==> config.mk <==
export PLATFORM = sky130hd
export DESIGN_NAME = router_rd_client
export DESIGN_NICKNAME = d
export VERILOG_FILES = /design/src/rtl/router_rd_client.sv
export SDC_FILE = /design/constraint.sdc
export NUM_CORES = 1
export LEC_CHECK = 0
export BUFFER_PORTS_ARGS = -buffer_cell sky130_fd_sc_hd__buf_2
export CAP_MARGIN = 5
export CORE_ASPECT_RATIO = 0.7
export CORE_MARGIN = 4
export CORE_UTILIZATION = 56
export CTS_CLUSTER_SIZE = 25
export DETAILED_ROUTE_END_ITERATION = 10
export PLACE_DENSITY_LB_ADDON = 0.1
export SYNTH_ARGS = -nofsm -noshare
export SYNTH_HDL_FRONTEND = slang
export SYNTH_SLANG_ARGS = --single-unit
==> constraint.sdc <==
create_clock -name clk -period 2.26 [get_ports clk]
set_input_delay 0 -clock clk [delete_from_list [all_inputs] [get_ports clk]]
set_output_delay 0 -clock clk [all_outputs]
set_load 0.02 [all_outputs]
==> src/rtl/router_rd_client.sv <==
// Read client for one router output port: pulls header/payload/parity beats from the port FIFO,
// streams them to a sink, checks XOR parity and keeps good/error packet counts.
module router_rd_client #(
  parameter int START_DLY = 4
) (
  input  logic        clk,
  input  logic        rst,
  input  logic        vld_out,
  input  logic [7:0]  data_out,
  input  logic        soft_reset,
  input  logic        sink_ready,
  output logic        read_enb,
  output logic [7:0]  pkt_data,
  output logic        pkt_valid,
  output logic        pkt_sop,
  output logic        pkt_eop,
  output logic [5:0]  pkt_len,
  output logic        parity_err,
  output logic        drop,
  output logic [15:0] good_cnt,
  output logic [7:0]  err_cnt
);

  typedef enum logic [2:0] {
    IDLE, DELAY, RD_HDR, HDR_WAIT, RD_PLD, RD_PAR, PAR_WAIT
  } state_t;

  // The IDLE cycle that sees vld_out counts as the first delay cycle, so the
  // first read lands START_DLY cycles after vld_out rises (never sooner than 1).
  localparam bit       SKIP_DLY = (START_DLY <= 1);
  localparam logic [4:0] DLY_LOAD = SKIP_DLY ? 5'd0 : 5'(START_DLY - 2);

  state_t      state;
  logic [4:0]  dly_cnt;
  logic [5:0]  pld_cnt;
  logic [7:0]  xor_acc;
  logic [7:0]  last_data;
  logic        eop_q;
  logic        abort;
  logic        rd_state;
  logic        par_bad;

  assign abort    = soft_reset && (state != IDLE);
  assign rd_state = (state == RD_HDR) || (state == RD_PLD) || (state == RD_PAR);
  assign read_enb = rst && rd_state && vld_out && sink_ready && !soft_reset;
  assign par_bad  = (data_out != xor_acc);

  // FIFO data arrives the cycle after the strobe, so the beat is passed straight through.
  assign pkt_data   = pkt_valid ? data_out : last_data;
  assign pkt_eop    = eop_q && !abort;
  assign parity_err = (state == PAR_WAIT) && !soft_reset && par_bad;

  always_ff @(posedge clk) begin
    if (!rst) begin
      state     <= IDLE;
      dly_cnt   <= 5'd0;
      pld_cnt   <= 6'd0;
      xor_acc   <= 8'h00;
      last_data <= 8'h00;
      pkt_valid <= 1'b0;
      pkt_sop   <= 1'b0;
      eop_q     <= 1'b0;
      pkt_len   <= 6'd0;
      drop      <= 1'b0;
      good_cnt  <= 16'd0;
      err_cnt   <= 8'd0;
    end else begin
      pkt_valid <= read_enb;
      pkt_sop   <= read_enb && (state == RD_HDR);
      eop_q     <= read_enb && (state == RD_PAR);
      drop      <= 1'b0;
      if (pkt_valid) last_data <= data_out;

      if (abort) begin
        state   <= IDLE;
        drop    <= 1'b1;
        xor_acc <= 8'h00;
      end else begin
        case (state)
          IDLE: begin
            if (vld_out) begin
              if (SKIP_DLY) begin
                state   <= RD_HDR;
                xor_acc <= 8'h00;
              end else begin
                state   <= DELAY;
                dly_cnt <= DLY_LOAD;
              end
            end
          end
          DELAY: begin
            if (dly_cnt == 5'd0) begin
              state   <= RD_HDR;
              xor_acc <= 8'h00;
            end else begin
              dly_cnt <= dly_cnt - 5'd1;
            end
          end
          RD_HDR: begin
            if (read_enb) state <= HDR_WAIT;
          end
          HDR_WAIT: begin
            pkt_len <= data_out[7:2];
            pld_cnt <= data_out[7:2];
            xor_acc <= xor_acc ^ data_out;
            state   <= (data_out[7:2] != 6'd0) ? RD_PLD : RD_PAR;
          end
          RD_PLD: begin
            if (pkt_valid) xor_acc <= xor_acc ^ data_out;
            if (read_enb) begin
              pld_cnt <= pld_cnt - 6'd1;
              if (pld_cnt == 6'd1) state <= RD_PAR;
            end
          end
          RD_PAR: begin
            // last payload beat may still be landing here
            if (pkt_valid) xor_acc <= xor_acc ^ data_out;
            if (read_enb) state <= PAR_WAIT;
          end
          PAR_WAIT: begin
            if (par_bad) begin
              if (err_cnt != 8'hFF) err_cnt <= err_cnt + 8'd1;
            end else begin
              good_cnt <= good_cnt + 16'd1;
            end
            state <= IDLE;
          end
          default: state <= IDLE;
        endcase
      end
    end
  end

endmodule

==> run metrics, run 1 <==
f_max 0.473 GHz; Final setup violation count 0; Worst R2R Setup Slack 0.16 ns; DRC Markers 0; post-synthesis net count 391; area grow syn2layout 20.5%; CTS tree built; Sink Count 64; Final Hold Fails 0; GR Util All Layers 22.9%; GRT Residual Overflow 0; die height 71.2 µm; via count 2949; startpoint types register; Slowest-stage cell, CP dfxtp_1; 1st-pass router iterations 5; fill count 452; FP Rows 22; WL final 7870 µm; status completed; Worst Tran Pin Value 0.617 ns; leading area contributor after synthesis dfxtp_1; sequential share of the synthesized area 40.1%; post-cts sizing count 0; DIE AREA 7000 µm²; unrepaired setup endpoints after global routing no; most frequent cells in the layout dfxtp_1 (64), buf_2 (56), nand2_1 (35); area share of the largest cell type after synthesis 40.1%; Max VDD drop 0.478 mV; Hold WS 0.0321 ns; pin count of the biggest net entering global routing 31; Die Width 98.3 µm; Initial Util 59.5%; # nets final 461; Clock Latency Late Sink 0.34 ns; Mapped Area 3200 µm²; Avg WL per Cell 15.2 µm; Iteration-0 DRC Markers 191; design area 3850 µm²; total core area 5370 µm²; Port Buffers 56; Yosys warning total 0; critical path cell sequence xor2_2, nor4_4, buf_4, a31o_1, inv_1, buf_2; CP max FO 10; initial antenna violation count 0; GP Congestion 0.856; Setup TNS 0 ns; leak pwr 1.61 nW; setup ws final 0.147 ns; Num CTS Buffers 9; antenna cell count 0; Layout Utilization 71.7%; dpl cell area 3600 µm²; post-DR vias/cell 5.68; Crit. End Element output pin; Post-synth EDFFs 0; Most used DFF post-synth dfxtp_1; hold crit path type input port to register; Worst EP arrival 2.11 ns; DP HPWL 5610 µm; post-layout minimum cycle time 2.11 ns; period utilisation layout 93.5%; Reg clk slew, reported paths 0.07 ns; Synth Instances 372; Slew headroom 58.8%; IO Pins 57; Setup WS pre-CTS 0.230 ns; global-route wire length before repair 13200 µm; share of post-route cells with drive strength above 1 22.6%; Yosys cell types 51; fin. max-slew vios 0; Max Cap Viol 0; ANT nets after route 0; FF+latch count, synth 64; Max clock buf depth 2; Worst EP required 2.26 ns; Synth area leaders dfxtp_1 (40%), a21oi_1 (5.0%), nand2_1 (4.1%); Setup Skew 0.00548 ns; syn_area_per_cell 8.59 µm²; Power Dens Cells 735 nW/µm²; vias in the first global route 2768; Clock Root Buffer clkbuf_8; CTS H-tree depth 3; Worst path max stage delay 0.35 ns; Worst Setup Path Type register to output pin; async set-reset flop share out of synthesis 0%; most common cell after layout, fill and taps aside dfxtp_1
## final cells by class
class	instances	area (µm²)	area share, %
multi-input combinational	281	1800	46.8
sequential	64	1280	33.3
timing repair buffer	75	435	11.3
clock buffer	13	159	4.13
tap	72	90.1	2.34
inverter	11	41.3	1.07
clock inverter	3	40.0	1.04
## worst max-delay path: cells and delay by family, from the launching register on
family	cells	cell delay, ns
xor+xnor	1	0.19
simple gates	1	0.35
buf+inv	3	0.54
flops	1	0.35
compound gates	1	0.34
## flip-flops by register name, summed over array words and instances (netlist names)
signal     count
pkt_len        6
drop           1
eop_q          1
pld_cnt        6
state          3
xor_acc        8
pkt_sop        1
last_data      8
pkt_valid      1
err_cnt        8
dly_cnt        5
good_cnt      16
## path summary, 6_finish.rpt
check	from	end	cells past startpoint
worst max-delay path	xor_acc[1]	parity_err	6
worst min register to register	pld_cnt[4]	pld_cnt[4]	2
worst min-delay path	sink_ready	pkt_sop	3
worst max register to register	dly_cnt[0]	dly_cnt[2]	8
## stage by stage
step	power (mW)	instances
floorplan	1.66	372
global placement	1.83	498
detailed placement	1.84	498
CTS	2.83	519
global route	2.98	519
finish	2.83	519
## where the power goes
| group | switching (mW) | internal [mW] |
|---|---|---|
| clock network | 0.431 | 0.567 |
| logic | 0.381 | 0.238 |
| registers | 0.0367 | 1.18 |
## cell families (layout without fill, tap and decap cells)
| family | Yosys count | count (layout) | share of synthesized area (%) |
|---|---|---|---|
| and+or+nand+nor | 154 | 154 | 27.3 |
| AOI/OAI and AO/OA | 93 | 93 | 18.0 |
| DFF | 64 | 64 | 40.1 |
| buffers and inverters | 27 | 102 | 3.45 |
| muxes | 16 | 16 | 5.33 |
| xor gates and xnor gates | 12 | 12 | 3.52 |
| adders and majority gates | 6 | 6 | 2.35 |
## what timing repair did
item / in CTS / in global routing
hold buffers: 5 / 0
hold endpoints to repair: 5 / 0
buffers inserted: 0 / 0
## per-layer routing
metal | GRT usage [%] | share of wire (%) | up-vias
met3 | 7.09 | 7.8 | 8
met2 | 33.2 | 43 | 110
met5 | 0 | 0 | -
li1 | - | - | 1489
met4 | 4.70 | 0.74 | 0
met1 | 33.6 | 49 | 1342
## cells in the mapped netlist (4+ instances only)
cell      instances
a21oi_1          32
a32o_1            8
or4_1             6
and3_1            4
inv_1            11
and2_1           14
clkbuf_1         12
mux2_2            8
nand2_1          35
o21ai_0          26
nand2b_1          7
nor3_1            7
nor2_1           26
nor2b_1          11
dfxtp_1          64
ha_1              6
or3_1             6
o31ai_1          11
xor2_1            8
nand4_1           8
a31oi_1           4
nand3_1          11
mux2i_1           8
No activity file was read; power rests on OpenSTA's default activity.
==> inputs of run 2 (changes only) <==
--- a/config.mk
+++ b/config.mk
@@ -9,8 +9,9 @@
 export CAP_MARGIN = 5
 export CORE_ASPECT_RATIO = 0.7
-export CORE_MARGIN = 4
+export CORE_MARGIN = 1
 export CORE_UTILIZATION = 56
 export CTS_CLUSTER_SIZE = 25
 export DETAILED_ROUTE_END_ITERATION = 10
+export HOLD_SLACK_MARGIN = 0.06
 export PLACE_DENSITY_LB_ADDON = 0.1
 export SYNTH_ARGS = -nofsm -noshare
==> constraint.sdc (replaced) <==
create_clock -name clk -period 2.26 [get_ports clk]
set_input_delay 0 -clock clk [delete_from_list [all_inputs] [get_ports clk]]
set_output_delay 0 -clock clk [all_outputs]
set_load 0.005 [all_outputs]
==> run metrics, run 2 (synthesis gave the netlist of run 1 again) <==
most common cell after layout, fill and taps aside dfxtp_1; Final setup violation count 0; global-route wire length before repair 13500 µm; DIE AREA 6020 µm²; 1st-pass router iterations 5; Worst Setup Path Type register to register; Clock Latency Late Sink 0.35 ns; total core area 5370 µm²; period utilisation layout 92.4%; initial antenna violation count 0; Top Family by Delay on Critical Path simple AND/OR/NAND/NOR gates; Iteration-0 DRC Markers 191; Num CTS Buffers 9; Max Cap Viol 0; Max VDD drop 0.491 mV; hold crit path type input port to register; Worst EP required 2.54 ns; CTS H-tree depth 3; post-cts sizing count 0; Avg WL per Cell 15.1 µm; hold path depth 3; Setup TNS 0 ns; Clock Root Buffer clkbuf_8; die height 65.2 µm; Die Width 92.3 µm; Hold WS 0.0673 ns; largest register by flop count good_cnt; leak pwr 1.61 nW; fin. max-slew vios 0; Worst path max stage delay 0.57 ns; post-layout minimum cycle time 2.09 ns; f_max 0.479 GHz; DRC Markers 0; global-route layer with the greatest usage met2; fill count 433; max reg flops 16; met3 usage 7.52%; Setup Skew 0.00552 ns; Seq. cell area 1280 µm²; Initial Util 59.5%; Port Buffers 56; Power Dens Cells 736 nW/µm²; GP Congestion 0.864; M1 GR Usage 38.1%; Worst EP arrival 2.37 ns; via count 3051; startpoint types register; Post-CTS Setup Bufs 0; Final Hold Fails 0; Worst Tran Pin Value 0.631 ns; status completed; most frequent cells in the layout dfxtp_1 (64), buf_2 (56), nand2_1 (35); buffers plus inverters on the worst setup path 0; vias in the first global route 2873; post-DR vias/cell 5.84; worst r2r path cells 5; GR Util All Layers 28.7%; area of the multi-input gates 1800 µm²; share of post-route cells with drive strength above 1 22.9%; GRT Residual Overflow 0; IO Pins 57; Max clock buf depth 2; WL final 7870 µm; Crit. End Element register; Slew headroom 57.9%; DP HPWL 5460 µm; Reg clk slew, reported paths 0.07 ns; Worst path depth 5; unrepaired setup endpoints after global routing no; # nets final 464; FP Rows 22; area grow syn2layout 21.7%; pin count of the biggest net entering global routing 31; critical path cell sequence nand4bb_1, nor3_1, nand4_2, or4_1, a21oi_1; grt met2 use 45.3%; CTS tree built; antenna cell count 0; ANT nets after route 0; CP max FO 13; Sink Count 64; Slowest-stage cell, CP or4_1
## run 2: cell count changes in the layout (fill, tap and decap cells not counted), sizes merged
cell	change
dlygate4sd3	+3
clkinvlp	+2
clkbuf	-2
## run 2: layout make-up
type | count | area share [%]
clock inverters | 5 | 1.42
inverters | 11 | 1.06
flip-flops and latches | 64 | 32.9
clock buffers | 11 | 3.89
repair buffers | 78 | 12.0
well taps | 72 | 2.32
multi-input cells | 281 | 46.4
## run 2: report_power, final
group	total, mW	internal (mW)	switching, mW
clock network	1.01	0.565	0.449
logic	0.635	0.252	0.383
registers	1.21	1.18	0.0352
total	2.86	1.99	0.866
## run 2: what timing repair did
item,4_1_cts,5_1_grt
setup endpoints to repair,0,0
hold buffers,8,0
hold endpoints to repair,10,0
## run 2: metal layers
layer  part of all wire, %  up-vias
li1                      -     1490
met1                    48     1430
met2                    44      115
met3                   6.9       16
met4                   1.4        0
met5                     0        -
## run 2: path summary, 6_finish.rpt
| check | from | end | slack (ns) |
|---|---|---|---|
| worst max register to register | state[0] | good_cnt[11] | 0.17 |
| worst min-delay path | data_out[0] | last_data[0] | 0.07 |
| worst min register to register | pkt_len[2] | pkt_len[2] | 0.47 |
| worst max-delay path | state[0] | good_cnt[11] | 0.17 |
## run 2: tightest hold or removal path, delay by kind of cell
kind / cells / cell delay, ns
buffers and inverters: 1 / 0.12
muxes: 1 / 0.16
and+or+nand+nor: 1 / 0.11
## run 2: stage by stage
stage / utilization (%) / setup slack, ns / instance area, µm² / cells / total power, mW
global placement: 67.1 / 0.282 / 3600 / 498 / 1.82
CTS: 72.4 / 0.180 / 3890 / 522 / 2.86
floorplan: - / 0.471 / 3200 / 372 / 1.64
global route: 72.4 / 0.0471 / 3890 / 522 / 3.00
detailed placement: 67.1 / 0.232 / 3600 / 498 / 1.85
finish: 72.4 / 0.173 / 3890 / 522 / 2.86
